--- config.mk ---
export PLATFORM = sky130hd
export DESIGN_NAME = control_unit
export DESIGN_NICKNAME = d
export VERILOG_FILES = /design/src/rtl/control_unit.sv
export SDC_FILE = /design/constraint.sdc
export NUM_CORES = 1
export LEC_CHECK = 0
export ABC_AREA = 1
export ABC_CLOCK_PERIOD_IN_PS = 1900
export CAP_MARGIN = 20
export CELL_PAD_IN_SITES_DETAIL_PLACEMENT = 1
export CELL_PAD_IN_SITES_GLOBAL_PLACEMENT = 1
export CORE_MARGIN = 10
export CORE_UTILIZATION = 20
export DETAILED_ROUTE_END_ITERATION = 16
export PLACE_DENSITY = 0.82
export SLEW_MARGIN = 20
export SYNTH_ARGS = -nofsm -noshare
export SYNTH_HDL_FRONTEND = slang
export SYNTH_SLANG_ARGS = --single-unit
--- constraint.sdc ---
create_clock -name clk -period 1.9 [get_ports clk]
set_input_delay 0.38 -clock clk [delete_from_list [all_inputs] [get_ports clk]]
set_output_delay 0.38 -clock clk [all_outputs]
set_load 0.05 [all_outputs]
--- src/rtl/control_unit.sv ---
// Hardwired control sequencer: walks fetch (T0..T2) and per-class execute steps (T3..T7)
// and decodes every datapath strobe from the current step and the IR opcode.
module control_unit #(
    parameter int unsigned          OP_W    = 5,
    parameter logic [OP_W-1:0]      ALU_INC = 5'b11111,
    parameter logic [OP_W-1:0]      ALU_ADD = 5'b00011
) (
    input  logic            clk,
    input  logic            clr,
    input  logic [31:0]     ir,
    input  logic            con,
    input  logic            stop,
    output logic            run,
    output logic            Gra,
    output logic            Grb,
    output logic            Grc,
    output logic            Rin,
    output logic            Rout,
    output logic            BAout,
    output logic            Cout,
    output logic            PCout,
    output logic            PCin,
    output logic            IRin,
    output logic            MARin,
    output logic            MDRin,
    output logic            MDRout,
    output logic            Yin,
    output logic            Zin,
    output logic            Zhighout,
    output logic            Zlowout,
    output logic            HIin,
    output logic            HIout,
    output logic            LOin,
    output logic            LOout,
    output logic            CONin,
    output logic            OutportIn,
    output logic            InPortOut,
    output logic            Read,
    output logic            Write,
    output logic [OP_W-1:0] OpCode
);

    typedef enum logic [3:0] {
        S_RESET, S_T0, S_T1, S_T2, S_T3, S_T4, S_T5, S_T6, S_T7, S_HALT
    } state_e;

    localparam logic [OP_W-1:0] OP_LD   = 5'b00000;
    localparam logic [OP_W-1:0] OP_LDI  = 5'b00001;
    localparam logic [OP_W-1:0] OP_ST   = 5'b00010;
    localparam logic [OP_W-1:0] OP_ADD  = 5'b00011;
    localparam logic [OP_W-1:0] OP_OR   = 5'b01010;
    localparam logic [OP_W-1:0] OP_AND  = 5'b01001;
    localparam logic [OP_W-1:0] OP_ADDI = 5'b01011;
    localparam logic [OP_W-1:0] OP_ANDI = 5'b01100;
    localparam logic [OP_W-1:0] OP_ORI  = 5'b01101;
    localparam logic [OP_W-1:0] OP_MUL  = 5'b01110;
    localparam logic [OP_W-1:0] OP_DIV  = 5'b01111;
    localparam logic [OP_W-1:0] OP_NEG  = 5'b10000;
    localparam logic [OP_W-1:0] OP_NOT  = 5'b10001;
    localparam logic [OP_W-1:0] OP_BR   = 5'b10010;
    localparam logic [OP_W-1:0] OP_JR   = 5'b10011;
    localparam logic [OP_W-1:0] OP_IN   = 5'b10101;
    localparam logic [OP_W-1:0] OP_OUT  = 5'b10110;
    localparam logic [OP_W-1:0] OP_MFHI = 5'b10111;
    localparam logic [OP_W-1:0] OP_MFLO = 5'b11000;
    localparam logic [OP_W-1:0] OP_HALT = 5'b11010;

    state_e          state_q, state_d;
    logic [OP_W-1:0] opc;
    logic [OP_W-1:0] imm_op;
    logic is_alu, is_imm, is_ldi, is_ld, is_st, is_mem, is_muldiv, is_neg, is_br;
    logic is_jr, is_in, is_out, is_mfhi, is_mflo, is_halt, is_short;
    logic final_step;

    assign opc       = ir[31:27];
    assign is_alu    = (opc >= OP_ADD) && (opc <= OP_OR);
    assign is_imm    = (opc == OP_ADDI) || (opc == OP_ANDI) || (opc == OP_ORI);
    assign is_ldi    = (opc == OP_LDI);
    assign is_ld     = (opc == OP_LD);
    assign is_st     = (opc == OP_ST);
    assign is_mem    = is_ld || is_ldi || is_st;
    assign is_muldiv = (opc == OP_MUL) || (opc == OP_DIV);
    assign is_neg    = (opc == OP_NEG) || (opc == OP_NOT);
    assign is_br     = (opc == OP_BR);
    assign is_jr     = (opc == OP_JR);
    assign is_in     = (opc == OP_IN);
    assign is_out    = (opc == OP_OUT);
    assign is_mfhi   = (opc == OP_MFHI);
    assign is_mflo   = (opc == OP_MFLO);
    assign is_halt   = (opc == OP_HALT);
    // Everything without a multi-step sequence (nop and unassigned opcodes included) ends at T3
    assign is_short  = !(is_alu || is_imm || is_mem || is_muldiv || is_neg || is_br || is_halt);

    always_comb begin
        imm_op = OP_ADD;
        if (opc == OP_ANDI) imm_op = OP_AND;
        else if (opc == OP_ORI) imm_op = OP_OR;
    end

    always_comb begin
        final_step = 1'b0;
        case (state_q)
            S_T3:    final_step = is_short;
            S_T4:    final_step = is_neg;
            S_T5:    final_step = is_alu || is_imm || is_ldi;
            S_T6:    final_step = is_muldiv || is_br;
            S_T7:    final_step = 1'b1;
            default: final_step = 1'b0;
        endcase
    end

    always_comb begin
        state_d = state_q;
        case (state_q)
            S_RESET: state_d = S_T0;
            S_T0:    state_d = S_T1;
            S_T1:    state_d = S_T2;
            S_T2:    state_d = S_T3;
            S_HALT:  state_d = S_HALT;
            default: begin
                if (state_q == S_T3 && is_halt) state_d = S_HALT;
                else if (final_step)            state_d = stop ? S_HALT : S_T0;
                else begin
                    case (state_q)
                        S_T3:    state_d = S_T4;
                        S_T4:    state_d = S_T5;
                        S_T5:    state_d = S_T6;
                        default: state_d = S_T7;
                    endcase
                end
            end
        endcase
    end

    always_ff @(posedge clk or negedge clr) begin
        if (!clr) state_q <= S_RESET;
        else      state_q <= state_d;
    end

    always_comb begin
        run = (state_q != S_RESET) && (state_q != S_HALT);
        {Gra, Grb, Grc, Rin, Rout, BAout, Cout, PCout, PCin, IRin, MARin, MDRin, MDRout} = '0;
        {Yin, Zin, Zhighout, Zlowout, HIin, HIout, LOin, LOout, CONin, OutportIn} = '0;
        {InPortOut, Read, Write} = '0;
        OpCode = '0;
        case (state_q)
            S_T0: begin PCout = 1'b1; MARin = 1'b1; Zin = 1'b1; OpCode = ALU_INC; end
            S_T1: begin Zlowout = 1'b1; PCin = 1'b1; Read = 1'b1; MDRin = 1'b1; end
            S_T2: begin MDRout = 1'b1; IRin = 1'b1; end
            S_T3: begin
                if (is_alu || is_imm)  begin Grb = 1'b1; Rout = 1'b1; Yin = 1'b1; end
                else if (is_mem)       begin Grb = 1'b1; BAout = 1'b1; Yin = 1'b1; end
                else if (is_muldiv)    begin Gra = 1'b1; Rout = 1'b1; Yin = 1'b1; end
                else if (is_neg)       begin Grb = 1'b1; Rout = 1'b1; Zin = 1'b1; OpCode = opc; end
                else if (is_br)        begin Gra = 1'b1; Rout = 1'b1; CONin = 1'b1; end
                else if (is_jr)        begin Gra = 1'b1; Rout = 1'b1; PCin = 1'b1; end
                else if (is_in)        begin InPortOut = 1'b1; Gra = 1'b1; Rin = 1'b1; end
                else if (is_out)       begin Gra = 1'b1; Rout = 1'b1; OutportIn = 1'b1; end
                else if (is_mfhi)      begin HIout = 1'b1; Gra = 1'b1; Rin = 1'b1; end
                else if (is_mflo)      begin LOout = 1'b1; Gra = 1'b1; Rin = 1'b1; end
            end
            S_T4: begin
                if (is_alu)            begin Grc = 1'b1; Rout = 1'b1; Zin = 1'b1; OpCode = opc; end
                else if (is_imm)       begin Cout = 1'b1; Zin = 1'b1; OpCode = imm_op; end
                else if (is_mem)       begin Cout = 1'b1; Zin = 1'b1; OpCode = ALU_ADD; end
                else if (is_muldiv)    begin Grb = 1'b1; Rout = 1'b1; Zin = 1'b1; OpCode = opc; end
                else if (is_neg)       begin Zlowout = 1'b1; Gra = 1'b1; Rin = 1'b1; end
                else if (is_br)        begin PCout = 1'b1; Yin = 1'b1; end
            end
            S_T5: begin
                if (is_alu || is_imm || is_ldi) begin Zlowout = 1'b1; Gra = 1'b1; Rin = 1'b1; end
                else if (is_ld || is_st)        begin Zlowout = 1'b1; MARin = 1'b1; end
                else if (is_muldiv)             begin Zlowout = 1'b1; LOin = 1'b1; end
                else if (is_br)                 begin Cout = 1'b1; Zin = 1'b1; OpCode = ALU_ADD; end
            end
            S_T6: begin
                if (is_ld)             begin Read = 1'b1; MDRin = 1'b1; end
                else if (is_st)        begin Gra = 1'b1; Rout = 1'b1; MDRin = 1'b1; end
                else if (is_muldiv)    begin Zhighout = 1'b1; HIin = 1'b1; end
                else if (is_br && con) begin PCin = 1'b1; Zlowout = 1'b1; end
            end
            S_T7: begin
                if (is_ld)             begin MDRout = 1'b1; Gra = 1'b1; Rin = 1'b1; end
                else if (is_st)        Write = 1'b1;
            end
            default: ;
        endcase
    end

endmodule
Word level (Yosys, flattened, before mapping)
Index checks and enable logic that the tools add are counted.

$lt $le $gt $ge: 2. Equality and inequality tests: 26. Muxes and demuxes: 158. Reduce and logical (&&, ||, !) cells: 23.

Operators with widths (number): $mux W1 (123); $eq A5 B5 Y1 const B (9); $mux W5 (9); $eq A5 B4 Y1 const B (5); $pmux W4 S5 (1); $pmux W5 S4 (1); $eq A4 B3 Y1 const B (4); $mux W4 (4); $pmux W1 S2 (8); $logic_or A1 B1 Y1 (15); $pmux W1 S4 (3); $pmux W4 S3 (1); $pmux W1 S5 (2); $eq A4 B2 Y1 const B (2); $eq A4 B4 Y1 const B (2); $mux W2 (4); $pmux W1 S3 (2); $eq A5 B1 Y1 const B (1); $eq A5 B2 Y1 const B (1); $ge A5 B2 Y1 const B (1); $le A5 B4 Y1 const B (1); $logic_not A5 Y1 (1); $eq A4 B1 Y1 const B (1); $logic_and A1 B1 Y1 (4); other kinds (4) (4).

Bits in registers: 4. Input port bits: 36. Output and inout bits: 32. Logic and storage cells: 210.

Depth between registers and ports, before layout
Depth in word-level cells: 14. Depth in mapped cells: 12. Depth with buffers taken out: 12.

Worst setup path after synthesis
No wires, ideal clock.

Kind: reg-to-output. Start: register state_q[0]. End: output InPortOut. Arrival: 2458 ps. Data required time: 1520 ps. Slack: -938 ps. Cell stages (with the launch flop): 6. Path through: dfrtp_1 inv_1 nand2_1 nor2_1 inv_1 nor4_1.

Cells in the longest elaborated chain, start to end: 2.

RTL lines: from (decl) (line 68) `state_e state_q, state_d;`; from (signal assigned) (line 137) `else state_q <= state_d;`; $eq A4 B3 Y1 (line 146) `case (state_q)`; $mux W1 (line 146); to (decl) (line 37) `output logic InPortOut,`.

No other way between the ends.

Worst setup path in the final report
Start: register state_q[2]. End: output HIout.

Cells in the longest elaborated chain, start to end: 2.

RTL lines: $eq A4 B3 Y1 (line 146); $mux W1 (line 146); to (decl) (line 32) `output logic HIout,`.

No other way between the ends.

==> summary.md <==
| Metric | Value |
|---|---|
| Status | `complete, but fails checks` |
| Failing checks | `setup timing` |
| Root buf cell | `clkbuf_8` |
| Post-Synth XOR/XNOR Area | `0` |
| Synthesized area per cell | `5.30 µm²` |
| Top cells by area, synth | `inv_1, nand2_1, dfrtp_1, nand3_1, nor2_1` |
| Core Box Area | `4320 µm²` |
| Crit path max-delay family | `buffers and inverters` |
| Setup CP Type | `reg -> out` |
| Yosys warning total | `0` |
| Syn Nets | `204` |
| Clock sink total | `4` |
| Synth Register Bits | `4` |
| Die footprint | `7520 µm²` |
| Setup violations, final | `35` |
| Hold Path Class | `in -> async` |
| Synth Area in Compound Gates | `0.156` |
| DR DRC count | `0` |
| Filler Cell Count | `436` |
| Minimum clock period | `2.22 ns` |
| Worst endpoint required time | `1.52 ns` |
| Setup TNS | `-6.79 ns` |
| Leakage power total | `1.43 nW` |
| Drt wl/cell | `28.5 µm` |
| Startpoint Class | `register` |
| Setup crit end kind | `primary output` |
| Cell Pwr Density | `1120 nW/µm²` |
| Iter 0 DRT Violations | `225` |
| Total number of vias | `2014` |
| Final ANT Viol Nets | `0` |
| CTS Buffer Depth | `2` |
| Total power | `3.56 mW` |
| Yosys top cell by area | `inv_1` |
| Fin crit share | `1.17` |
| Max FFs per register | `4` |
| Clock skew | `0.0102 ns` |
| Worst VDD drop | `0.836 mV` |
| Top Ports | `68` |
| RSZ-0062 raised after global routing | `yes` |
| Yosys top cell area share | `0.135` |
| Largest reg by FF count | `state_q` |
| Main combinational cell family by area after synthesis | `simple AND/OR/NAND/NOR gates` |
| Top Registers | `state_q: 4 flops` |
| Post-Synthesis Cell Area | `891 µm²` |
| FF/Latch Area | `103 µm²` |
| Routed vias/inst | `5.66` |
| Post-Route WL | `10200 µm` |
| Most frequently used flop master after synthesis | `dfrtp_1` |
| Grt ovf | `0` |
| Num CTS Buffers | `3` |
| Routability cong. | `0.942` |
| Initial Utilization | `0.206` |
| Sequential area share after synthesis | `0.112` |
| Die Wd | `86.7 µm` |
| # port buffers | `40` |
| Slew Viols, Final | `0` |
| Hold WS | `0.381 ns` |
| CP peak stage delay | `0.44 ns` |
| Antenna diodes | `0` |
| Hold_buf cts | `0` |
| First-pass GRT wire length | `12400 µm` |
| Setup slack after layout | `-0.318 ns` |
| Crit path top cell by count | `buf_6` |
| Tot GR Track Use | `0.214` |
| Synth async-reset ratio | `1.00` |
| Adder-cell share of the synthesized area | `0` |
| Worst endpoint data arrival time | `1.84 ns` |
| Vias in the first global route | `2050` |
| Die Y | `86.7 µm` |
| Post-synthesis mux area share | `0` |
| Crit Path Max Fanout | `4` |
| HPWL after DPL | `5130 µm` |
| Initial antenna violation count | `0` |
| # H-tree levels | `1` |
| Area growth, synth to finish | `256%` |
| Mapped Cells | `168` |
| Worst-path clk slew | `0.04 ns` |
| Final #Nets | `342` |
| Row count | `24` |
| Slew headroom | `0.748` |
| Maximum clock rate | `451 MHz` |
| Clock latency reported for the late side of the worst-skew pair | `0.23 ns` |
| Pin count of the biggest net entering global routing | `9` |
| TritonCTS clock tree | `done` |
| Worst-Margin Slew | `0.376 ns` |
| Slowest stage cell, crit path | `dfrtp_1` |
| Pre-antenna DRT Iters | `5` |
| Multi-input logic area | `1270 µm²` |
| Share of cells above drive strength 1 | `0.832` |
| Final Hold Fails | `0` |
| Simple-Gate Fraction of Synth Area | `0.566` |
| Max_cap viols | `0` |
| CP cell instances | `buf_6 > nand2_4 > nor2_4 > buf_4 > buf_6 > nand3_4 > nor3_4 > buf_12` |
| Post-synth EDFFs | `0` |
| Netlist cell types | `26` |
| CP Buf/Inv Count | `4` |
==> timing repair <==
action                                  4_1_cts  5_1_grt
setup buffers                                20       18
resized for setup                           106       72
pin swaps                                    15       34
endpoints found under the setup margin       34       34
cloned                                        0        0
==> power by group <==
part	leakage [nW]	internal (mW)	switching [mW]
combinational	1.36	1.30	1.86
clock	0.0216	0.136	0.0564
sequential	0.0478	0.133	0.0826
==> placed cells by master (no fill, tap or decap), drive strengths merged, types with 2 or more instances in the layout <==
cell type	netlist	layout
nand4	5	5
clkdlybuf4s50	0	3
buf	2	132
nor2	29	29
clkbuf	1	4
dfrtp	4	4
clkinvlp	0	2
nand2	36	36
nand3b	2	2
o211ai	2	2
o21ai	12	12
nor3	9	9
inv	34	32
a31oi	2	2
nand3	21	21
a21oi	5	5
==> cell type report <==
type                            count  area share
Multi-Input combinational cell    127       0.400
Sequential cell                     4      0.0324
Timing Repair Buffer              136       0.482
Inverter                           34      0.0513
Tap cell                           52      0.0205
Clock buffer                        3      0.0130
==> logic make-up after synthesis <==
kind of cell,count (synthesis)
AOI/OAI and AO/OA,24
buffers and inverters,37
DFF,4
and+or+nand+nor,103
==> final timing paths <==
path / start / end / slack, ns / cells after the start
setup / recovery: state_q[2] / HIout / -0.32 / 8
hold / removal: clr / state_q[0] / 0.38 / 1
max in group asynchronous: clr / state_q[3] / 1.29 / 1
min in group clk: state_q[1] / state_q[2] / 0.86 / 3
hold reg to reg: state_q[1] / state_q[2] / 0.86 / 3
setup reg to reg: state_q[2] / state_q[1] / -0.16 / 12
==> synthesized netlist by cell type (all sizes together), types with 2 or more instances <==
| cell | number |
|---|---|
| nand3b | 2 |
| nand2 | 36 |
| nor3 | 9 |
| o21ai | 12 |
| a21oi | 5 |
| nand4 | 5 |
| buf | 2 |
| dfrtp | 4 |
| nand3 | 21 |
| nor2 | 29 |
| inv | 34 |
| o211ai | 2 |
| a31oi | 2 |
==> metrics by stage <==
stage	instances	cell area, µm²	util	worst slack [ns]
floorplan	168	1100	-	-0.131
global placement	317	2300	0.532	-0.627
detailed placement	317	2300	0.532	-0.819
CTS	340	2760	0.639	-0.217
global route	356	3170	0.733	-0.358
finish	356	3170	0.733	-0.318
==> worst reg2reg max path, delay by kind of cell, from the launching register on <==
| family | cells | cell delay, ns |
|---|---|---|
| AOI/OAI and AO/OA | 1 | 0.10 |
| and+or+nand+nor | 6 | 0.70 |
| DFF | 1 | 0.44 |
| buffers and inverters | 5 | 0.68 |
==> per-layer routing <==
metal | up-vias | routed length [µm] | track usage
met2 | 131 | 5070 | 0.366
met4 | 0 | 438 | 0.0869
met5 | - | 0 | 0
met3 | 35 | 731 | 0.0488
met1 | 1017 | 3920 | 0.250
li1 | 831 | - | -
Note: power is estimated with default switching activity, not from simulation.
